<file path="src/rtl/mux_seg_display_pkg.sv">
// Shared definitions for the multiplexed 7-segment display controller:
// glyph codes (active low {g,f,e,d,c,b,a}), mode encodings, converter states and helpers.
package mux_seg_display_pkg;

  localparam logic MODE_HEX = 1'b0;
  localparam logic MODE_DEC = 1'b1;

  localparam logic [6:0] GLYPH_0     = 7'h40;
  localparam logic [6:0] GLYPH_1     = 7'h79;
  localparam logic [6:0] GLYPH_2     = 7'h24;
  localparam logic [6:0] GLYPH_3     = 7'h30;
  localparam logic [6:0] GLYPH_4     = 7'h19;
  localparam logic [6:0] GLYPH_5     = 7'h12;
  localparam logic [6:0] GLYPH_6     = 7'h02;
  localparam logic [6:0] GLYPH_7     = 7'h78;
  localparam logic [6:0] GLYPH_8     = 7'h00;
  localparam logic [6:0] GLYPH_9     = 7'h10;
  localparam logic [6:0] GLYPH_A     = 7'h08;
  localparam logic [6:0] GLYPH_B     = 7'h03;
  localparam logic [6:0] GLYPH_C     = 7'h46;
  localparam logic [6:0] GLYPH_D     = 7'h21;
  localparam logic [6:0] GLYPH_E     = 7'h06;
  localparam logic [6:0] GLYPH_F     = 7'h0E;
  localparam logic [6:0] GLYPH_DASH  = 7'h3F;
  localparam logic [6:0] GLYPH_BLANK = 7'h7F;

  typedef enum logic {
    CONV_IDLE,
    CONV_SHIFT
  } conv_state_t;

  // 2^w-1 never lands on a power of ten, so its digit count is floor(w*log10(2))+1.
  function automatic int bcd_digits(input int width);
    return (width * 30103) / 100000 + 1;
  endfunction

  function automatic logic [6:0] glyph(input logic [3:0] nib);
    logic [6:0] g;
    case (nib)
      4'h0: g = GLYPH_0;
      4'h1: g = GLYPH_1;
      4'h2: g = GLYPH_2;
      4'h3: g = GLYPH_3;
      4'h4: g = GLYPH_4;
      4'h5: g = GLYPH_5;
      4'h6: g = GLYPH_6;
      4'h7: g = GLYPH_7;
      4'h8: g = GLYPH_8;
      4'h9: g = GLYPH_9;
      4'hA: g = GLYPH_A;
      4'hB: g = GLYPH_B;
      4'hC: g = GLYPH_C;
      4'hD: g = GLYPH_D;
      4'hE: g = GLYPH_E;
      default: g = GLYPH_F;
    endcase
    return g;
  endfunction

endpackage

</file>
<file path="src/rtl/mux_seg_display_bcd.sv">
// Sequential binary-to-BCD converter (shift/add-3), one bit per clock, W clocks per conversion.
// o_done and o_bcd are combinational so the caller can capture the result on the final shift edge.
module bcd_seq_conv
  import mux_seg_display_pkg::*;
#(
  parameter int W     = 32,
  parameter int BCD_D = 10
) (
  input  logic               i_clk,
  input  logic               i_rst,
  input  logic               i_start,
  input  logic [W-1:0]       i_value,
  output logic               o_busy,
  output logic               o_done,
  output logic [BCD_D*4-1:0] o_bcd
);

  localparam int CNT_W = $clog2(W);

  conv_state_t          r_state;
  conv_state_t          w_state_nxt;
  logic [W-1:0]         r_bin;
  logic [BCD_D*4-1:0]   r_bcd;
  logic [CNT_W-1:0]     r_cnt;
  logic [BCD_D*4-1:0]   w_adj;
  logic [BCD_D*4-1:0]   w_bcd_shift;
  logic                 w_last;

  always_comb begin
    w_adj = r_bcd;
    for (int d = 0; d < BCD_D; d++) begin
      if (r_bcd[d*4 +: 4] >= 4'd5) w_adj[d*4 +: 4] = r_bcd[d*4 +: 4] + 4'd3;
    end
    w_bcd_shift = {w_adj[BCD_D*4-2:0], r_bin[W-1]};
  end

  assign w_last = (r_cnt == CNT_W'(W - 1));

  always_comb begin
    w_state_nxt = r_state;
    o_done      = 1'b0;
    case (r_state)
      CONV_IDLE: begin
        if (i_start) w_state_nxt = CONV_SHIFT;
      end
      CONV_SHIFT: begin
        if (w_last) begin
          w_state_nxt = CONV_IDLE;
          o_done      = 1'b1;
        end
      end
      default: w_state_nxt = CONV_IDLE;
    endcase
  end

  always_ff @(posedge i_clk or posedge i_rst) begin
    if (i_rst) begin
      r_state <= CONV_IDLE;
      r_bin   <= '0;
      r_bcd   <= '0;
      r_cnt   <= '0;
    end else begin
      r_state <= w_state_nxt;
      if (r_state == CONV_IDLE) begin
        if (i_start) begin
          r_bin <= i_value;
          r_bcd <= '0;
          r_cnt <= '0;
        end
      end else begin
        r_bin <= r_bin << 1;
        r_bcd <= w_bcd_shift;
        r_cnt <= r_cnt + 1'b1;
      end
    end
  end

  assign o_busy = (r_state == CONV_SHIFT);
  assign o_bcd  = w_bcd_shift;

endmodule

</file>
<file path="src/rtl/mux_seg_display.sv">
// Multiplexed common-anode 7-segment controller: captures a value in hex or decimal,
// holds it in a display buffer, and scans the digits with blanking, DP mask and overflow dashes.
module mux_seg_display
  import mux_seg_display_pkg::*;
#(
  parameter int W           = 32,
  parameter int N_DIG       = 8,
  parameter int REFRESH_DIV = 100000
) (
  input  logic             CLK,
  input  logic             rst,
  input  logic [W-1:0]     value,
  input  logic             load,
  input  logic             mode,
  input  logic             blank_lz,
  input  logic [N_DIG-1:0] dp_mask,
  output logic             busy,
  output logic [6:0]       SEG,
  output logic [N_DIG-1:0] AN,
  output logic             DP
);

  localparam int BCD_D = bcd_digits(W);
  localparam int BUF_W = N_DIG * 4;
  localparam int IDX_W = (N_DIG > 1) ? $clog2(N_DIG) : 1;
  localparam int PRE_W = $clog2(REFRESH_DIV);

  logic               r_mode;
  logic [BUF_W-1:0]   r_buf;
  logic               r_ovf;
  logic [PRE_W-1:0]   r_pre;
  logic [IDX_W-1:0]   r_idx;
  logic [6:0]         r_seg;
  logic [N_DIG-1:0]   r_an;
  logic               r_dp;

  logic               w_busy;
  logic               w_done;
  logic [BCD_D*4-1:0] w_bcd;
  logic               w_load_ok;
  logic               w_start;
  logic               w_dec_ovf;
  logic [IDX_W-1:0]   w_msd;
  logic [3:0]         w_nib;
  logic [6:0]         w_seg_nxt;

  assign w_load_ok = load & ~w_busy;
  assign w_start   = w_load_ok & (mode == MODE_DEC);

  bcd_seq_conv #(
    .W     (W),
    .BCD_D (BCD_D)
  ) u_conv (
    .i_clk   (CLK),
    .i_rst   (rst),
    .i_start (w_start),
    .i_value (value),
    .o_busy  (w_busy),
    .o_done  (w_done),
    .o_bcd   (w_bcd)
  );

  // Any decimal digit that has no physical position to land on turns the display into dashes.
  always_comb begin
    w_dec_ovf = 1'b0;
    for (int d = 0; d < BCD_D; d++) begin
      if (d >= N_DIG && w_bcd[d*4 +: 4] != 4'd0) w_dec_ovf = 1'b1;
    end
  end

  always_ff @(posedge CLK or posedge rst) begin
    if (rst) begin
      r_mode <= MODE_HEX;
      r_buf  <= '0;
      r_ovf  <= 1'b0;
    end else begin
      if (w_load_ok) r_mode <= mode;
      if (w_done) begin
        r_buf <= BUF_W'(w_bcd);
        r_ovf <= w_dec_ovf & (r_mode == MODE_DEC);
      end else if (w_load_ok && mode == MODE_HEX) begin
        r_buf <= BUF_W'(value);
        r_ovf <= 1'b0;
      end
    end
  end

  always_comb begin
    w_msd = '0;
    for (int d = 0; d < N_DIG; d++) begin
      if (r_buf[d*4 +: 4] != 4'd0) w_msd = IDX_W'(d);
    end
    w_nib = r_buf[int'(r_idx)*4 +: 4];
    if (r_ovf)                          w_seg_nxt = GLYPH_DASH;
    else if (blank_lz && r_idx > w_msd) w_seg_nxt = GLYPH_BLANK;
    else                                w_seg_nxt = glyph(w_nib);
  end

  // AN, SEG and DP all come from the same index in the same register stage, so no ghosting.
  always_ff @(posedge CLK or posedge rst) begin
    if (rst) begin
      r_pre <= '0;
      r_idx <= '0;
      r_seg <= GLYPH_BLANK;
      r_an  <= '1;
      r_dp  <= 1'b1;
    end else begin
      if (r_pre == PRE_W'(REFRESH_DIV - 1)) begin
        r_pre <= '0;
        r_idx <= (r_idx == IDX_W'(N_DIG - 1)) ? '0 : r_idx + 1'b1;
      end else begin
        r_pre <= r_pre + 1'b1;
      end
      r_seg <= w_seg_nxt;
      r_an  <= ~(N_DIG'(1) << r_idx);
      r_dp  <= ~dp_mask[r_idx];
    end
  end

  assign busy = w_busy;
  assign SEG  = r_seg;
  assign AN   = r_an;
  assign DP   = r_dp;

endmodule

</file>
<file path="config.mk">
export PLATFORM = sky130hd
export DESIGN_NAME = mux_seg_display
export DESIGN_NICKNAME = d
export VERILOG_FILES = /design/src/rtl/mux_seg_display_pkg.sv /design/src/rtl/mux_seg_display_bcd.sv /design/src/rtl/mux_seg_display.sv
export SDC_FILE = /design/constraint.sdc
export NUM_CORES = 1
export LEC_CHECK = 0
export ABC_AREA = 1
export BUFFER_PORTS_ARGS = -buffer_cell sky130_fd_sc_hd__buf_2
export CAP_MARGIN = 10
export CORE_MARGIN = 2
export CORE_UTILIZATION = 55
export CTS_CLUSTER_SIZE = 14
export DETAILED_ROUTE_END_ITERATION = 10
export GPL_ROUTABILITY_DRIVEN = 0
export PLACE_DENSITY = 0.79
export SETUP_SLACK_MARGIN = 0.3
export SYNTH_ARGS = -nofsm -noshare
export SYNTH_HDL_FRONTEND = slang
export SYNTH_SLANG_ARGS = --single-unit
</file>
<file path="constraint.sdc">
create_clock -name CLK -period 3.83 [get_ports CLK]
set_clock_uncertainty 0.1 [all_clocks]
set_input_delay 0 -clock CLK [delete_from_list [all_inputs] [get_ports CLK]]
set_output_delay 0 -clock CLK [all_outputs]
set_load 0.03 [all_outputs]
</file>
# Yosys cells after proc, flatten, opt, wreduce, memory -nomap -nowiden
# Memories as Yosys holds them, arrays and structs flattened.
# Index checks and enable logic that the tools add are counted.
# totals
ff_bits,148
romBits,112
memories,1
# mem_list
name,depth,word_bits,rd,rd_clocked_by_memory_dff,wr,line_no,source
(no name shown),16,7,1,0,0,mux_seg_display_pkg.sv:39,case (nib)
# op_classes
addsub,13
n_lt_le_gt_ge,12
n_eq_ne,3
shift,2
muxes,40
bitwise,7
n_reduce_logical,13
# op_table
op,n
2-to-1 mux 32 bit,4
2-to-1 mux 40 bit,2
"greater-or-equal comparator 4 x 3 -> 1 bit, second input constant",10
"adder 4 x 2 -> 4 bit, second input constant",9
2-to-1 mux 4 bit,9
nonzero test 4 bit,9
indexed part select 32 x 6 -> 4 bit,1
2-to-1 mux 3 bit,8
"adder 17 x 1 -> 17 bit, second input constant",1
"== test 17 bit, second input constant",1
2-to-1 mux 17 bit,1
2-to-1 mux 7 bit,2
2-to-1 mux 1 bit,10
2-to-1 mux 5 bit,2
NOT 8 bit,1
"<< shifter 1 x 3 -> 8 bit, first input constant",1
"adder 5 x 1 -> 5 bit, second input constant",1
"== test 5 bit, second input constant",1
"< comparator 3 x 4 -> 1 bit, second input constant",1
nonzero test 2 bit,2
"adder 3 x 1 -> 3 bit, second input constant",1
"adder 3 x 2 -> 3 bit, second input constant",1
AND 1 bit,3
binary-select mux 1 bit (select 3 bit),1
other kinds (5),8

# Depth between registers and ports, before layout
# depth
word_depth,12
ltp_mapped,15
depth_no_buf,15

# Cells and area by module
# From an unflattened synthesis, not the netlist that was laid out.
# unflattened
cells_unflattened,1099
hier_area_um2,8485.6
# by_module_without_submodules
mod,instances,cells_per_inst,area_per_inst_um2,seq_area_each_um2
bcd_seq_conv,1,588,4538.1,1951.9
mux_seg_display,1,511,3947.5,1771.7

# Worst setup path after synthesis
# No wires, ideal clock.
# synth_timing
kind,flip-flop to flip-flop
from,register r_buf[16]
to,"register r_seg[1], in the netlist SEG[1]"
t_arrival_ps,1823
required_time_ps,3654
path_slack_ps,1831
stages_incl_launch_ff,12
path_buffers,0
period_less_slack_ps,1999
cell_sequence,dfrtp_1 -> nor4_1 -> nand2_1 -> a21oi_1 -> nor2_1 -> ha_1 -> nand3_1 -> nand2_1 -> a21oi_1 -> nor2_1 -> o21a_1 -> nand2_1
# synth_via
elab_chain_cells,9
# synth_rtl
item,line_no,source
start: declaration,mux_seg_display.sv:29,logic [BUF_W-1:0] r_buf;
start signal: assignment,mux_seg_display.sv:79,r_buf <= BUF_W'(w_bcd);
start signal: assignment,mux_seg_display.sv:82,r_buf <= BUF_W'(value);
branches (longest 7 deep; another with memory (16 x 7 bit)),-,
2-to-1 mux 7 bit *,mux_seg_display.sv:95,else if (blank_lz && r_idx > w_msd) w_seg_nxt = GLYPH_BLANK;
2-to-1 mux 7 bit *,mux_seg_display.sv:94,if (r_ovf) w_seg_nxt = GLYPH_DASH;
named net w_seg_nxt[1],mux_seg_display.sv:45,logic [6:0] w_seg_nxt;
end signal: assignment,mux_seg_display.sv:114,r_seg <= w_seg_nxt;
end: declaration,mux_seg_display.sv:33,logic [6:0] r_seg;
# Mark *: on every way through the listed nets, which the timed path passes.
# A chain may end at the register's enable or synchronous reset.

# Final worst setup path
# layout_timing
from,register r_idx[0]
to,"register r_dp, in the netlist DP"
# layout_via
elab_chain_cells,3
# layout_rtl
item,line_no,source
start: declaration,mux_seg_display.sv:32,logic [IDX_W-1:0] r_idx;
start signal: assignment,mux_seg_display.sv:110,r_idx <= (r_idx == IDX_W'(N_DIG - 1)) ? '0 : r_idx + 1'b1;
binary-select mux 1 bit (select 3 bit),mux_seg_display.sv:116,r_dp <= ~dp_mask[r_idx];
2-to-1 mux 1 bit (not written as such),mux_seg_display.sv:116,
NOT 1 bit,mux_seg_display.sv:116,
end signal: assignment,mux_seg_display.sv:116,
end: declaration,mux_seg_display.sv:35,logic r_dp;
# No other way between the ends. The select of a mux whose other input is x is not followed.

==> qor.csv <==
metric,value,unit
status,finished clean,
area_growth,17.59,%
worst_slew_pin_slew,0.9602,ns
synth_xor_area_share,2.284,%
setup_tns,0,ns
drt_iter0_markers,800,
htreeDepth,4,
path_cells,"inv_4, nand2_1, nand3_1, dlygate4sd3_1, a32oi_1, dlygate4sd3_1",
syn_inst,980,
seq_area_frac_synth,46.24,%
cp.buffers_inverters,3,
hold_viol,0,
path_max_fanout,27,
cp_common_cell,dlygate4sd3_1,
cap_violations,0,
die-height,125,um
synth_top_cell_area_share,41.02,%
muxShareOfSynthArea,0,%
final_nets,1147,
dp.final_hpwl,12670,um
worstHoldPathType,in2async,
grt_pass1_wl,33220,um
core,14420,um2
num_rows,44,
cts_resized,0,
synth_fp_nets,1063,
rsz0062_at_grt,false,
clk_pin_slew,0.06,ns
clk_latency,0.43,ns
critPathLaunchType,register,
ff2ff_setup_slack,0.93,ns
synthFlopType,dfrtp_1,
die_w,125,um
initial_utilization,55.83,%
top_level_ports,62,
grt_use_total,26.24,%
yosysTopAreaCell,dfrtp_1,
yosysUniqueCellTypes,43,
yosys.area_share.simple,20.43,%
drv_slew,0,
cts_tree,built,
drc,0,
cts-root-buf,clkbuf_16,
synthTopCellsByArea,"dfrtp_1, nand2_1, ha_1",
synth_common_cells,"nand2_1, dfrtp_1, inv_1",
ys_ff_latch,148,
power_density,803.1,nW/um2
period_needed,2.903,ns
drive_above_1_share,13.93,%
avgSynthCellArea,8.217,um2
layout.cells.non_filler,1262,
cts_inserted_buffers,17,
antenna_found_initial,1,
die-area,15630,um2
crit_family,buffers and inverters,
overflow,0,
yosys.cell_count.top_type,nand2_1,
ant_nets,0,
vias_per_cell,5.633,
critPathSlowestCell,dfrtp_1,
grt_max_degree,149,
num_vias,7109,
drt_pass1_iterations,6,
async_flop_share,100.0,%
crit_type,reg2reg,
slew_headroom,35.99,%
wire_per_inst,15.76,um
syn_area,8053,um2
synth-adder-area-share,5.904,%
synth_top_family_by_area,simple AND/OR/NAND/NOR gates,
grt_pass1_vias,6961,
whs,0.1868,ns
port-buffer-count,61,
synth-compound-area-share,16.41,%
cts.sinks,148,
clock_path_buffers,2,
arrival,3.17,ns
dp_cells,1188,
fin_crit_sh,75.81,%
synth_warnings,0,
required,4.10,ns
cp-end-kind,register,
synth-edff-count,0,
critPathMaxStageDelay,0.97,ns
p_leak,4.505,nW
drt-total-wl,19900,um
finalSetupViolCount,0,
irDropWorstVdd,0.0007422,V
max_freq,0.3444,GHz
-- kinds of logic (layout without fill, tap and decap cells) --
group / count (synthesis) / after routing
other cells: 0 / 1
fa+ha+maj: 38 / 38
flops: 148 / 148
xor+xnor: 21 / 21
compound gates: 223 / 223
simple gates: 384 / 384
buf+inv: 166 / 263
-- power by group --
part | internal (mW) | total [mW] | switching, mW
sequential | 2.24 | 2.66 | 0.417
clock | 1.18 | 1.84 | 0.660
combinational | 1.12 | 3.11 | 1.98
total | 4.54 | 7.60 | 3.06
-- sequential cells by signal, indices dropped and copies added (netlist names), 3 cells and up --
register	flops
u_conv.r_bcd	40
r_buf	32
u_conv.r_bin	32
r_pre	17
AN	8
SEG	7
u_conv.r_cnt	5
r_idx	3
-- layout make-up --
class,instances,area [um2]
Fill cell,1111,4955
Multi-Input combinational cell,666,3626
Sequential cell,148,3725
Tap cell,184,230.2
Timing Repair Buffer,106,758.2
Clock inverter,12,202.7
Antenna cell,1,2.502
Inverter,125,478.0
Clock buffer,20,446.7
-- routing by layer --
layer / track usage [%] / part of all wire (%)
met1: 35.19 / 43
met2: 40.73 / 46
met3: 5.605 / 6.4
met4: 13.07 / 3.9
met5: 0 / 0
-- cells in the final DEF (no fill, tap or decap), drive strengths merged, types with 5 or more instances in the layout --
| cell | instances |
|---|---|
| a21oi | 36 |
| a22oi | 11 |
| buf | 65 |
| bufinv | 5 |
| clkbuf | 20 |
| clkinv | 5 |
| dfrtp | 132 |
| dfstp | 16 |
| dlygate4sd3 | 41 |
| ha | 38 |
| inv | 125 |
| nand2 | 207 |
| nand3 | 65 |
| nor2 | 86 |
| nor4 | 9 |
| o211ai | 12 |
| o21ai | 105 |
| o22ai | 28 |
| o31ai | 23 |
| or2 | 10 |
| xor2 | 21 |
-- metrics by stage --
stage / setup WS (ns) / area (um2) / power, mW / utilization (%)
global route: 0.7423 / 9469 / 8.221 / 65.65
global placement: 1.172 / 8407 / 5.552 / 58.28
detailed placement: 1.133 / 8407 / 5.665 / 58.28
floorplan: 1.831 / 8056 / 4.967 / -
CTS: 1.002 / 9467 / 7.575 / 65.63
finish: 0.9265 / 9469 / 7.604 / 65.65
-- tightest hold or removal path: cells and delay by family --
| family | cells | cell delay, ns |
|---|---|---|
| buffers and inverters | 4 | 1.22 |
-- path summary, 6_finish.rpt --
path,endpoint,start,cells past startpoint
max,DP,r_idx[0],6
max reg2reg,DP,r_idx[0],6
max in group asynchronous,u_conv.o_busy,rst,4
min reg2reg,r_pre[0],r_pre[0],1
min in group CLK,u_conv.r_bin[31],value[31],4
min,r_pre[2],rst,4
-- timing repair --
item / 4_1_cts / 5_1_grt
hold buffers: 41 / 0
buffers inserted: 0 / 0
setup endpoints to repair: 0 / 0
hold endpoints to repair: 198 / 0
Power figures use the tool's default switching activity.
